[src/rtl/plca_timer_pkg.sv]
// Shared constants, types and helpers for the PLCA timer block.
package plca_timer_pkg;

    localparam int unsigned DEFAULT_CLK_PERIOD_NS = 40;

    localparam int unsigned COMMIT_MIN_NS  = 28750;
    localparam int unsigned COMMIT_NOM_NS  = 28800;
    localparam int unsigned COMMIT_MAX_NS  = 28850;

    localparam int unsigned PENDING_MIN_NS = 51150;
    localparam int unsigned PENDING_NOM_NS = 51200;
    localparam int unsigned PENDING_MAX_NS = 51250;

    localparam int unsigned CNT_W   = 11;
    localparam int unsigned CNT_MAX = (1 << CNT_W) - 1;

    typedef enum logic [1:0] {
        IDLE    = 2'd0,
        RUNNING = 2'd1,
        EXPIRED = 2'd2
    } tmr_state_e;

    // Number of whole clk cycles that cover at least duration_ns.
    function automatic int unsigned ceil_div(input int unsigned num, input int unsigned den);
        return (num + den - 1) / den;
    endfunction

endpackage

[src/rtl/plca_timer_cnt.sv]
// One PLCA down-counting timer of N clk cycles (IDLE / RUNNING / EXPIRED).
// The live count is exported only when PLCA_TIMER_STATUS_EN is defined.
module plca_timer_cnt
    import plca_timer_pkg::*;
#(
    parameter int unsigned N = 1
) (
    input  logic             clk,
    input  logic             reset_n,
    input  logic             start,
    output logic             done,
    output logic             not_done
`ifdef PLCA_TIMER_STATUS_EN
    ,
    output logic [CNT_W-1:0] count
`endif
);

    if (N < 1 || N > CNT_MAX) begin : g_bad_n
        $error("plca_timer_cnt: N=%0d does not fit the %0d-bit counter", N, CNT_W);
    end

    localparam logic [CNT_W-1:0] RELOAD = CNT_W'(N - 1);

    tmr_state_e       state_q, state_d;
    logic [CNT_W-1:0] cnt_q, cnt_d;
    logic             done_q, done_d;
    logic             not_done_q, not_done_d;

    // NOTE: sequential state uses non-blocking assignments so every flop samples pre-edge values.
    always_ff @(posedge clk or negedge reset_n) begin
        if (!reset_n) begin
            state_q    <= IDLE;
            cnt_q      <= '0;
            done_q     <= 1'b0;
            not_done_q <= 1'b0;
        end else begin
            state_q    <= state_d;
            cnt_q      <= cnt_d;
            done_q     <= done_d;
            not_done_q <= not_done_d;
        end
    end

    // NOTE: every comb output gets a default first so no latch is inferred.
    always_comb begin
        state_d = state_q;
        cnt_d   = cnt_q;
        if (start) begin
            state_d = RUNNING;
            cnt_d   = RELOAD;
        end else begin
            unique case (state_q)
                RUNNING: begin
                    if (cnt_q == '0) begin
                        state_d = EXPIRED;
                    end else begin
                        cnt_d = cnt_q - CNT_W'(1);
                    end
                end
                default: cnt_d = '0;
            endcase
        end
    end

    // Status flags follow the next state so they are registered alongside it.
    always_comb begin
        done_d     = (state_d == EXPIRED);
        not_done_d = (state_d == RUNNING);
    end

    assign done     = done_q;
    assign not_done = not_done_q;
`ifdef PLCA_TIMER_STATUS_EN
    assign count    = cnt_q;
`endif

endmodule

[src/rtl/plca_timer_ctrl.sv]
// PLCA commit, pending and single-MII-clock timers.
// Define PLCA_TIMER_STATUS_EN to expose the remaining-count outputs.
module plca_timer_ctrl
    import plca_timer_pkg::*;
#(
    parameter int unsigned CLK_PERIOD_NS    = DEFAULT_CLK_PERIOD_NS,
    parameter int unsigned COMMIT_TIMER_NS  = COMMIT_NOM_NS,
    parameter int unsigned PENDING_TIMER_NS = PENDING_NOM_NS
) (
    input  logic             clk,
    input  logic             reset_n,
    input  logic             start_commit_timer,
    input  logic             start_pending_timer,
    input  logic             start_mii_clock_timer,
    output logic             commit_timer_done,
    output logic             commit_timer_not_done,
    output logic             pending_timer_done,
    output logic             pending_timer_not_done,
    output logic             mii_clock_timer_done,
    output logic             mii_clock_timer_not_done
`ifdef PLCA_TIMER_STATUS_EN
    ,
    output logic [CNT_W-1:0] commit_timer_remaining,
    output logic [CNT_W-1:0] pending_timer_remaining
`endif
);

    localparam int unsigned N_COMMIT  = ceil_div(COMMIT_TIMER_NS, CLK_PERIOD_NS);
    localparam int unsigned N_PENDING = ceil_div(PENDING_TIMER_NS, CLK_PERIOD_NS);

    if (N_COMMIT > CNT_MAX || N_COMMIT * CLK_PERIOD_NS < COMMIT_MIN_NS ||
        N_COMMIT * CLK_PERIOD_NS > COMMIT_MAX_NS) begin : g_bad_commit
        $error("plca_timer_ctrl: commit timer of %0d cycles is out of range", N_COMMIT);
    end

    if (N_PENDING > CNT_MAX || N_PENDING * CLK_PERIOD_NS < PENDING_MIN_NS ||
        N_PENDING * CLK_PERIOD_NS > PENDING_MAX_NS) begin : g_bad_pending
        $error("plca_timer_ctrl: pending timer of %0d cycles is out of range", N_PENDING);
    end

    plca_timer_cnt #(.N(N_COMMIT)) u_commit_cnt (
        .clk      (clk),
        .reset_n  (reset_n),
        .start    (start_commit_timer),
        .done     (commit_timer_done),
        .not_done (commit_timer_not_done)
`ifdef PLCA_TIMER_STATUS_EN
        ,
        .count    (commit_timer_remaining)
`endif
    );

    plca_timer_cnt #(.N(N_PENDING)) u_pending_cnt (
        .clk      (clk),
        .reset_n  (reset_n),
        .start    (start_pending_timer),
        .done     (pending_timer_done),
        .not_done (pending_timer_not_done)
`ifdef PLCA_TIMER_STATUS_EN
        ,
        .count    (pending_timer_remaining)
`endif
    );

    // Zero-length timer: a start is only accepted when not already running,
    // so a held start alternates not_done/done on successive edges.
    logic mii_done_q, mii_done_d;
    logic mii_not_done_q, mii_not_done_d;

    always_ff @(posedge clk or negedge reset_n) begin
        if (!reset_n) begin
            mii_done_q     <= 1'b0;
            mii_not_done_q <= 1'b0;
        end else begin
            mii_done_q     <= mii_done_d;
            mii_not_done_q <= mii_not_done_d;
        end
    end

    always_comb begin
        mii_not_done_d = start_mii_clock_timer & ~mii_not_done_q;
        mii_done_d     = mii_not_done_q | (mii_done_q & ~start_mii_clock_timer);
    end

    assign mii_clock_timer_done     = mii_done_q;
    assign mii_clock_timer_not_done = mii_not_done_q;

endmodule

[config.mk]
export PLATFORM = sky130hd
export DESIGN_NAME = plca_timer_ctrl
export DESIGN_NICKNAME = d
export VERILOG_FILES = /design/src/rtl/plca_timer_pkg.sv /design/src/rtl/plca_timer_cnt.sv /design/src/rtl/plca_timer_ctrl.sv
export SDC_FILE = /design/constraint.sdc
export NUM_CORES = 1
export LEC_CHECK = 0
export BUFFER_PORTS_ARGS = -buffer_cell sky130_fd_sc_hd__buf_2
export CAP_MARGIN = 20
export CORE_UTILIZATION = 30
export CTS_CLUSTER_SIZE = 10
export DETAILED_ROUTE_END_ITERATION = 16
export SYNTH_ARGS = -nofsm -noshare
export SYNTH_HDL_FRONTEND = slang
export SYNTH_SLANG_ARGS = --single-unit
[constraint.sdc]
create_clock -name clk -period 2.85 [get_ports clk]
set_clock_uncertainty 0.2 [all_clocks]
set_input_delay 0 -clock clk [delete_from_list [all_inputs] [get_ports clk]]
set_output_delay 0 -clock clk [all_outputs]
set_load 0.05 [all_outputs]
==> reports/results.md <==
Clock network
- **insertion delay to the later sink of the worst-skew pair** 0.28 ns
- **H-tree depth reported by CTS** 2
- **Post-CTS Setup Bufs** 0
- **Longest Clk Path Bufs** 2
- **number of CTS-inserted buffers** 5
- **root buf cell** sky130_fd_sc_hd__clkbuf_8
- **post-CTS sizing** 0
- **count of hold-fix buffers inserted at cts** 4
- **TritonCTS sink count** 32
- **clock transition at the registers of the reported paths** 0.07 ns
- **TritonCTS clock tree** yes

Routing
- **DRC violations left** 0
- **first-iteration detailed-routing DRC count** 29
- **WL final** 2550 um
- **Post-DRT Antenna Nets** 0
- **average vias per placed instance** 4.60
- **first-pass detailed-route iteration total** 3
- **detail-routed net length per standard cell** 11.1 um
- **total number of vias** 1,057

Finish
- **area of all sequential standard cells** 801 um2
- **multi-input gate area in the final layout** 684 um2
- **layout cells sized above 1** 0.129
- **net count of the finished layout** 169
- **number of antenna cells inserted** 0
- **area added between synthesis and finish** 15.9%
- **filler instances** 496
- **utilization after layout** 0.368
- **most frequent standard cell in the layout excluding fill and tap cells** sky130_fd_sc_hd__dfrtp_1
- **leading cell types in the layout, fill and taps excluded** sky130_fd_sc_hd__dfrtp_1, sky130_fd_sc_hd__nand2_1, sky130_fd_sc_hd__o21bai_1
- **post-route cell area** 1770 um2

STA
- **number of endpoints with negative hold slack in the final report** 0
- **tightest slew margin relative to the limit** 0.534
- **highest achievable clock rate** 0.487 GHz
- **final count of negative-setup-slack endpoints** 0
- **hold slack** 0.0979 ns
- **minimum clock period** 2.05 ns
- **setup repair after global routing missed its margin** false
- **slack of the critical path** 0.798 ns
- **setup TNS after final layout** 0 ns
- **Least-Margin Pin Slew** 0.699 ns
- **share of the cycle needed by the critical path after routing** 0.720
- **Max Slew Vio Count** 0

Power
- **clock power share** 0.402
- **fraction of power consumed by sequential logic** 0.531
- **worst vdd ir** 0.000239 V
- **Leak** 0.747 nW
- **PwrDens** 502 nW/um2
- **fraction of power consumed by combinational cells** 0.067
- **internal power contribution** 0.681 mW
- **Net Sw Frac** 0.234
- **net switching power figure** 0.208 mW

Run
- **MaxCap Viol Count** 0

Die
- **FP Rows** 25
- **horizontal die dimension** 73.4 um
- **die area** 5380 um2
- **core area** 4820 um2
- **Die Ht** 73.4 um
- **top-level I/O count** 11
- **starting density of the core** 0.317

Worst setup path
- **Worst Path Class, Setup** reg2reg
- **Setup crit start kind** flop
- **CP Data Arrival Time** 2.05 ns
- **CP Max Fanout** 6
- **CP Capture Type** flop
- **worst endpoint required time** 2.85 ns

Synthesis
- **post-synthesis sequential area ratio** 0.524
- **synthesized instance count** 145
- **synthesized cell area** 1530 um2
- **count of different cell masters after synthesis** 34
- **average cell area after synthesis** 10.5 um2
- **Yosys warning total** 0
- **total of flip-flops plus latches after synthesis** 32
- **total nets after synthesis** 152

GRT
- **number of global-route vias before repair** 1,085
- **global-route wire length before repair** 4640 um
- **final global-route overflow total** 0
- **largest net degree at the start of global routing** 33
- **initial antenna violation count** 0
- **overall global routing resource usage** 0.115

Status
- **run status** complete, no violations

Placement
- **placement-stage cell area** 1640 um2
- **Final GP Congestion** 0.727
- **post-detailed-placement half-perimeter wirelength** 1720 um
- **Buffers on Ports** 10
- **Post-Place Setup Slack** 0.783 ns

Min path
- **worst hold path class** in2async

## cells in the mapped netlist, drive strengths merged
cell type,number,area share
a31o,2,0.011
o31a,1,0.0057
nand4,1,0.0041
o21bai,11,0.054
nand2b,8,0.033
xnor2,9,0.052
xor2,4,0.023
a21oi,5,0.016
or3,1,0.0041
a21o,6,0.029
a311oi,1,0.0057
inv,5,0.012
and3,2,0.0082
buf,2,0.011
a21boi,1,0.0049
nor3b,2,0.013
nand3,3,0.0098
o21ai,2,0.0065
mux2i,2,0.013
nor4,4,0.020
clkbuf,2,0.0049
nand2,13,0.032
nor2,10,0.025
nor2b,6,0.025
ha,2,0.016
dfrtp,32,0.52
or4,4,0.020
o311a,1,0.0066
nor3,3,0.0098
## path summary, 6_finish.rpt
kind / endpoint / start / slack [ns] / cells past startpoint
worst max register to register: u_pending_cnt.cnt_q[8]$_DFFE_PN0P_ / u_pending_cnt.cnt_q[0]$_DFFE_PN0P_ / 0.80 / 6
worst max-delay path: u_pending_cnt.cnt_q[8]$_DFFE_PN0P_ / u_pending_cnt.cnt_q[0]$_DFFE_PN0P_ / 0.80 / 6
worst min-delay path: u_commit_cnt.not_done$_DFF_PN0_ / reset_n / 0.1 / 2
worst min register to register: mii_clock_timer_not_done$_DFF_PN0_ / mii_clock_timer_not_done$_DFF_PN0_ / 0.24 / 1
min in group clk: mii_clock_timer_not_done$_DFF_PN0_ / mii_clock_timer_not_done$_DFF_PN0_ / 0.24 / 1
max in group asynchronous: u_pending_cnt.state_q[1]$_DFF_PN0_ / reset_n / 1.89 / 2
## per-layer routing
metal	wire, um	vias up	GRT usage	part of all wire
met1	1290	501	0.144	0.50
met5	0	-	0	0
li1	-	537	-	-
met3	77	7	0.0329	0.030
met2	1140	12	0.182	0.45
met4	51	0	0.0577	0.020
## logic make-up (layout without fill, tap and decap cells)
kind of cell	after synthesis	in the layout	share of synthesized area
and+or+nand+nor	57	57	0.203
DFF	32	32	0.524
AOI/OAI and AO/OA	30	30	0.141
xor gates and xnor gates	13	13	0.0745
buffers and inverters	9	27	0.0278
adders and majority gates	2	2	0.0164
muxes	2	2	0.0131
## power by group through the flow
| stage | sequential (mW) | combinational [mW] | clock (mW) |
|---|---|---|---|
| 2_1_floorplan | 0.488 | 0.0293 | 0 |
| 3_3_place_gp | 0.480 | 0.0569 | 0 |
| 3_5_place_dp | 0.480 | 0.0570 | 0 |
| 4_1_cts | 0.472 | 0.0614 | 0.370 |
| 5_1_grt | 0.473 | 0.0682 | 0.391 |
| 6_report | 0.472 | 0.0600 | 0.357 |
## registers in the layout (all words and copies together) (netlist names)
register                  flops
u_commit_cnt.not_done         1
u_pending_cnt.state_q         2
u_commit_cnt.cnt_q           11
mii_clock_timer_not_done      1
u_pending_cnt.done            1
u_commit_cnt.done             1
u_commit_cnt.state_q          2
u_pending_cnt.not_done        1
mii_clock_timer_done          1
u_pending_cnt.cnt_q          11
## through the flow
step	instances	power, mW
global route	230	0.932
global placement	218	0.537
finish	230	0.889
floorplan	145	0.517
CTS	230	0.904
detailed placement	218	0.537
## cell type report
class	instances	area share
Timing Repair Buffer	14	0.0509
Tap cell	67	0.0473
Clock buffer	6	0.0466
Clock inverter	2	0.00565
Inverter	5	0.0106
Multi-Input combinational cell	104	0.387
Sequential cell	32	0.452
## critical path: stages (launching register included)
cell and delay [ns]:
sky130_fd_sc_hd__dfrtp_1 0.41, sky130_fd_sc_hd__inv_1 0.07, sky130_fd_sc_hd__ha_1 0.17, sky130_fd_sc_hd__nor3b_2 0.36, sky130_fd_sc_hd__nand2_1 0.12, sky130_fd_sc_hd__or4_1 0.48
sky130_fd_sc_hd__a21boi_1 0.17
No activity file was read; power rests on OpenSTA's default activity.
